==> src/rtl/systolic_skew_feeder.sv <==
// Operand skew, diagonal finish-wave and result-token generator feeding a SIZE x SIZE output-stationary PE array.
// Lane i appears 1+(SIZE-i) cycles after acceptance; s_ready drops only while tile spacing is enforced or a flush drains.
module systolic_skew_feeder #(
  parameter int DATA_WIDTH = 16,
  parameter int SIZE       = 8
) (
  input  logic                       clk,
  input  logic                       rst_n,
  input  logic                       s_valid,
  output logic                       s_ready,
  input  logic                       s_last,
  input  logic [SIZE*DATA_WIDTH-1:0] s_a,
  input  logic [SIZE*DATA_WIDTH-1:0] s_b,
  input  logic                       flush,
  output logic [SIZE*DATA_WIDTH-1:0] in_left,
  output logic [SIZE*DATA_WIDTH-1:0] in_up,
  output logic [SIZE*SIZE-1:0]       finish,
  output logic                       res_valid,
  output logic                       busy
);

  localparam int L  = 2*SIZE - 1;
  localparam int TW = 2*SIZE;
  localparam int CW = $clog2(L + 1);
  localparam logic [CW-1:0] CYC_MAX = CW'(L - 1);

  typedef enum logic [1:0] {IDLE, ACC, BOUND, DRAIN} state_t;

  state_t          r_state;
  state_t          w_state_nxt;
  logic [CW-1:0]   r_cyc;
  logic [L-1:0]    r_fin;
  logic [TW-1:0]   r_tok;
  logic            w_ready;
  logic            w_acc;
  logic            w_ts;
  logic            w_launch;
  logic            w_spaced;

  assign w_spaced = (r_cyc == CYC_MAX);
  assign w_ready  = (r_state == IDLE) || (r_state == ACC) || ((r_state == BOUND) && w_spaced);
  assign s_ready  = rst_n & w_ready;
  assign w_acc    = s_valid & s_ready;
  assign busy     = (r_state != IDLE);

  always_comb begin
    w_state_nxt = r_state;
    w_ts        = 1'b0;
    w_launch    = 1'b0;
    case (r_state)
      IDLE: begin
        if (w_acc) begin
          w_ts        = 1'b1;
          w_state_nxt = s_last ? BOUND : ACC;
        end
      end
      ACC: begin
        if (w_acc && s_last) w_state_nxt = BOUND;
      end
      BOUND: begin
        // A real beat outranks flush; flush only closes a tile once spacing is met.
        if (w_acc) begin
          w_ts        = 1'b1;
          w_launch    = 1'b1;
          w_state_nxt = s_last ? BOUND : ACC;
        end else if (flush && !s_valid && w_spaced) begin
          w_ts        = 1'b1;
          w_launch    = 1'b1;
          w_state_nxt = DRAIN;
        end
      end
      DRAIN: begin
        if (res_valid) w_state_nxt = IDLE;
      end
      default: w_state_nxt = IDLE;
    endcase
  end

  always_ff @(posedge clk or negedge rst_n) begin
    if (!rst_n) begin
      r_state <= IDLE;
      r_cyc   <= '0;
      r_fin   <= '0;
      r_tok   <= '0;
    end else begin
      r_state <= w_state_nxt;
      if (w_ts)
        r_cyc <= '0;
      else if (!w_spaced)
        r_cyc <= r_cyc + 1'b1;
      r_fin <= {r_fin[L-2:0], w_ts};
      r_tok <= {r_tok[TW-2:0], w_launch};
    end
  end

  assign res_valid = r_tok[TW-1];

  // Lane k (row/column k+1) needs SIZE-k register stages.
  for (genvar k = 0; k < SIZE; k++) begin : g_lane
    localparam int D = SIZE - k;
    logic [DATA_WIDTH-1:0] r_a [D];
    logic [DATA_WIDTH-1:0] r_b [D];

    always_ff @(posedge clk or negedge rst_n) begin
      if (!rst_n) begin
        for (int s = 0; s < D; s++) begin
          r_a[s] <= '0;
          r_b[s] <= '0;
        end
      end else begin
        r_a[0] <= w_acc ? s_a[k*DATA_WIDTH +: DATA_WIDTH] : '0;
        r_b[0] <= w_acc ? s_b[k*DATA_WIDTH +: DATA_WIDTH] : '0;
        for (int s = 1; s < D; s++) begin
          r_a[s] <= r_a[s-1];
          r_b[s] <= r_b[s-1];
        end
      end
    end

    assign in_left[k*DATA_WIDTH +: DATA_WIDTH] = r_a[D-1];
    assign in_up[k*DATA_WIDTH +: DATA_WIDTH]   = r_b[D-1];
  end

  for (genvar i = 1; i <= SIZE; i++) begin : g_fin_row
    for (genvar j = 1; j <= SIZE; j++) begin : g_fin_col
      assign finish[(i-1)*SIZE + j - 1] = r_fin[2*SIZE - i - j];
    end
  end

endmodule

==> config.mk <==
export PLATFORM = sky130hd
export DESIGN_NAME = systolic_skew_feeder
export DESIGN_NICKNAME = d
export VERILOG_FILES = /design/src/rtl/systolic_skew_feeder.sv
export SDC_FILE = /design/constraint.sdc
export NUM_CORES = 1
export LEC_CHECK = 0
export ABC_AREA = 1
export CAP_MARGIN = 20
export CORE_MARGIN = 4
export CORE_UTILIZATION = 44
export DETAILED_ROUTE_END_ITERATION = 10
export PLACE_DENSITY = 0.71
export SLEW_MARGIN = 0
export SYNTH_ARGS = -nofsm -noshare
export SYNTH_HDL_FRONTEND = slang
export SYNTH_SLANG_ARGS = --single-unit
==> constraint.sdc <==
create_clock -name clk -period 1.5 [get_ports clk]
set_input_delay 0.3 -clock clk [delete_from_list [all_inputs] [get_ports clk]]
set_output_delay 0.3 -clock clk [all_outputs]
set_load 0.02 [all_outputs]
# Word-level counts from Yosys, hierarchy flattened
# Index checks and enable logic that the tools add are counted.
dict set report op_classes {
  add_sub_neg 1
  n_eq_ne 9
  mux 30
  bitwise_logic 2
  n_reduce_logical 10
}
# op n
set ops {}
lappend ops {{two-way mux 16 bit} 16}
lappend ops {{two-way mux 2 bit} 6}
lappend ops {{two-way mux 4 bit} 2}
lappend ops {{one-hot mux 2 bit (4 select lines)} 1}
lappend ops {{!= test 2 bit, second input constant} 3}
lappend ops {{adder 4 x 1 -> 4 bit, second input constant} 1}
lappend ops {{equality test 2 bit, second input constant} 2}
lappend ops {{equality test 4 bit, second input constant} 1}
lappend ops {{logical AND 1 bit} 4}
lappend ops {{two-way mux 1 bit} 4}
lappend ops {{AND reduction 4 bit} 1}
lappend ops {{!= test 3 x 2 -> 1 bit, second input constant} 1}
lappend ops {{AND 1 bit} 2}
lappend ops {{equality test 2 x 1 -> 1 bit, second input constant} 1}
lappend ops {{logical NOT 2 bit} 1}
lappend ops {{logical OR 1 bit} 2}
lappend ops {{!= test 2 x 1 -> 1 bit, second input constant} 1}
lappend ops {{one-hot mux 1 bit (2 select lines)} 1}
lappend ops {{nonzero test 2 bit} 1}
lappend ops {{logical NOT 1 bit} 1}
dict set report totals {
  regBits 1189
  inputBits 261
}

# Logic depth before layout (Yosys ltp)
dict set report logic_depth {
  depth_word 8
  depth_mapped 10
  depth_no_buf 10
}

# Least setup slack after synthesis
# OpenSTA, ideal clock, no wires.
dict set report synth_timing {
  path_kind {register -> output}
  startpoint {register r_cyc[0]}
  endpoint {output s_ready}
  arrival_time_ps 1170
  required_time_ps 1200
  slack_ps 30
  path_stages_with_launch 7
  path_buffers 0
  cell_sequence {dfrtp_1 inv_1 ha_1 nand3_2 nand2_2 nand2_1 nor2_1}
}
dict set report synth_between {
  elab_chain_cells 4
}
# item line
set synth_rtl {}
lappend synth_rtl {{from (decl)} 31} ;# logic [CW-1:0] r_cyc;
lappend synth_rtl {{from (signal assigned)} 90} ;# r_cyc <= r_cyc + 1'b1;
lappend synth_rtl {{equality test 4 bit} 40} ;# assign w_spaced = (r_cyc == CYC_MAX);
lappend synth_rtl {{logical AND 1 bit} 41} ;# assign w_ready = (r_state == IDLE) || (r_state == ACC) || ((r_state == BOUND) && w_spaced);
lappend synth_rtl {{logical OR 1 bit} 41}
lappend synth_rtl {{AND 1 bit} 42} ;# assign s_ready = rst_n & w_ready;
lappend synth_rtl {{to (decl)} 10} ;# output logic s_ready,
# Every way passes these cells.

# Worst setup path after layout
# Same ends and word-level chain as after synthesis.

==> run_results.csv <==
group,metric,value,unit
sta,max_freq,0.4950,GHz
global_route,grt.total_usage,16.78,%
sta,fin_skew,31.51,ps
global_route,grt_pass1_vias,17890,
power_and_ir_drop,p_sw,19170,uW
yosys,ys_warn_count,0,
worst_setup_path,worstPathRequired,1200,ps
cts,clockBufferDepth,3,
power_and_ir_drop,static-leakage-power,0.02436,uW
worst_setup_path,rrSetupSlack,-290,ps
sta,slew-limit-headroom,39.28,%
detailed_routing,post-route-drc-count,0,
detailed_routing,drtPass1Iterations,4,
sta,fin_ws,-520.4,ps
worst_setup_path,cp.arrival,1720,ps
die,core,77470,um2
detailed_routing,postRouteAntennaNets,0,
worst_setup_path,crit_start,"r_cyc[0]",
sta,post-route-min-period,2020,ps
min_path,min_path_type,"in -> reg",
yosys,syn_nets,2329,
sta,setup_tns,-55240,ps
sta,setup_viol,333,
worst_setup_path,end_kind,"primary output",
sta,whs,159.9,ps
power_and_ir_drop,p_int,58470,uW
power_and_ir_drop,ir_drop,1078,uV
global_route,grt_max_degree,156,
power_and_ir_drop,power.share.clock,38.4,%
detailed_routing,vias,15730,
cts,root_buffer,"clkbuf_16",
sta,drv_slew,0,
sta,hold_violations,0,
die,ios,584,
die,start_util,44.35,%
run_status,violations,"setup timing",
worst_setup_path,r2r_start,"r_cyc[0]",
job,drv_cap,0,
yosys,synth.distinct_cells,21,
yosys,synthCells,2066,
min_path,worstHoldStart,"s_b[9]",
yosys,synth_area,34360,um2
cts,htree_levels,3,
sta,rsz0062_at_grt,"true",
cts,cts_sinks,1189,
cells_and_area,num-nets-final,2833,
cts,cts_buffers,113,
place,place.gp.congestion,0.7869,
place,io_buffers,583,
cells_and_area,drive_gt1_share,32.70,%
die,dieHeight,287.4,um
global_route,overflow,0,
power_and_ir_drop,power.density,1674,nW/um2
worst_setup_path,crit_type,"reg -> out",
die,die_w,287.4,um
power_and_ir_drop,p_comb_share,13.8,%
min_path,worstHoldPathCells,3,
cts,clk_latency,660,ps
die,std_cell_rows,102,
worst_setup_path,start_kind,"flip-flop",
cts,cts_tree,"built",
yosys,ys_ff_latch,1189,
global_route,antenna_found_initial,15,
worst_setup_path,r2r_end,"g_lane[4].r_b[55]",
die,die-area,82620,um2
min_path,holdPathEnd,"g_lane[0].r_b[121]",
place,hpwl,41270,um
cts,clkTransAtPathRegs,60,ps
yosys,post_synth.cell_area_avg,16.63,um2
power_and_ir_drop,power.share.switching,24.69,%
sta,worst_slew_pin_slew,910.7,ps
global_route,grt_pass1_wl,104500,um
detailed_routing,drt-total-wl,71050,um
yosys,ys_seq_area_share,86.60,%
worst_setup_path,reg2reg_depth,11,
detailed_routing,routed_via_density,4.231,
detailed_routing,wire_per_inst,19.11,um
detailed_routing,drt_iter0_drc,866,
sta,min_period_over_period,134.7,%
worst_setup_path,cp_max_fo,2,
cells_and_area,area_delta_synth_final,34.99,%
power_and_ir_drop,seqPwrFrac,47.7,%
run_status,status,"finished with violations",
==> critical path: stages, from the launching register on <==
cell	delay (ps)
dfrtp_1	400
inv_2	80
ha_4	140
nand3_4	80
nand2_4	80
nand2_2	70
nor2_4	90
buf_6	120
==> metrics by stage <==
step	instances	setup WS (ps)	utilization, %	instance area [um2]	total power (uW)
after global placement	3431	-415.0	51.21	39670	44820
final	3718	-520.4	59.87	46380	77640
after floorplan	2066	29.96	-	34360	41470
after global routing	3713	-613.2	59.85	46370	80850
after CTS	3689	-607.9	58.33	45190	77250
after detailed placement	3431	-393.2	51.21	39670	45240
==> power by group through the flow <==
| stage | sequential [uW] | clock (uW) | combinational, uW |
|---|---|---|---|
| floorplan | 37100 | 0 | 4330 |
| global placement | 37200 | 0 | 7670 |
| detailed placement | 37400 | 0 | 7840 |
| CTS | 37100 | 30600 | 9610 |
| global route | 37400 | 32100 | 11400 |
| finish | 37100 | 29800 | 10700 |
==> kinds of logic (layout without fill, tap and decap cells) <==
group / after synthesis / after routing / share of synthesized area (%)
adder cells (fa/ha/maj): 2 / 2 / 0.07282
buffers and inverters: 569 / 1170 / 9.785
AND/OR/NAND/NOR: 297 / 297 / 3.328
XOR/XNOR: 2 / 2 / 0.05099
other: 0 / 11 / 0
flip-flops: 1189 / 1189 / 86.60
AO/OA/AOI/OAI: 6 / 6 / 0.1348
multiplexers: 1 / 1 / 0.02913
==> registers in the layout, summed over array words and instances (netlist names) <==
name / cells
g_lane.r_a: 464
g_lane.r_b: 464
in_left: 112
in_up: 112
r_cyc: 4
r_fin: 15
r_state: 2
r_tok: 16
==> final cells by class <==
cell class / instances / area, um2
tap: 1040 / 1301
sequential: 1189 / 29760
fill: 5414 / 31090
multi-input combinational: 308 / 2300
clock inverter: 61 / 822.0
clock buffer: 151 / 3191
timing repair buffer: 692 / 7973
inverter: 266 / 1001
antenna: 11 / 27.53
==> timing repair <==
action                                   CTS  global route
setup buffers                             27            10
hold buffers                               1             0
resized for setup                       2106           242
hold endpoints to repair                 301             0
cloned                                    18            11
endpoints found under the setup margin   577           657
pin swaps                                  3             1
==> layer usage <==
metal / vias to the layer above / global-route usage [%] / part of all wire, %
met5: - / 0 / 0.087
met4: 10 / 7.326 / 3.9
met3: 188 / 4.631 / 6.4
met2: 495 / 29.47 / 54
met1: 8193 / 19.30 / 36
li1: 6843 / - / -
==> Yosys cell counts <==
cell,number,area share (%)
a211oi_1,1,0.022
a21boi_0,1,0.022
a21oi_2,1,0.025
buf_1,1,0.011
buf_2,2,0.029
buf_4,274,6.0
buf_6,26,0.85
dfrtp_1,1189,87
ha_1,2,0.073
inv_1,266,2.9
mux2i_1,1,0.029
nand2_1,18,0.20
nand2_2,1,0.018
nand3_1,3,0.044
nand3_2,1,0.029
nand3_4,1,0.051
nand4_1,1,0.018
nor2_1,272,3.0
o21ai_0,2,0.029
o22ai_2,1,0.036
xor2_1,2,0.051
==> placed cells by master (no fill, tap or decap), types with 4 or more instances in the layout <==
master / netlist / final
dfrtp_1: 1189 / 1180
nand2_2: 1 / 4
bufinv_16: 0 / 15
buf_4: 274 / 34
clkinv_2: 0 / 25
clkbuf_8: 0 / 22
dfrtp_2: 0 / 9
clkbuf_1: 0 / 16
diode_2: 0 / 11
nor2_4: 0 / 91
buf_8: 0 / 4
buf_6: 26 / 306
inv_6: 0 / 5
nor2_2: 0 / 129
nand2_1: 18 / 14
clkinv_4: 0 / 4
clkbuf_16: 0 / 124
nor2_1: 272 / 52
inv_1: 266 / 263
clkdlybuf4s50_1: 0 / 259
buf_12: 0 / 25
buf_16: 0 / 23
clkinvlp_4: 0 / 6
buf_2: 2 / 27
==> worst max path at each step <==
stage | end | slack [ps] | cells after the start
final | s_ready | -520 | 7
after global routing | s_ready | -610 | 7
after CTS | s_ready | -610 | 7
after detailed placement | s_ready | -390 | 7
after global placement | s_ready | -420 | 7
after floorplan | s_ready | 30 | 6
No activity file was read; power rests on OpenSTA's default activity.
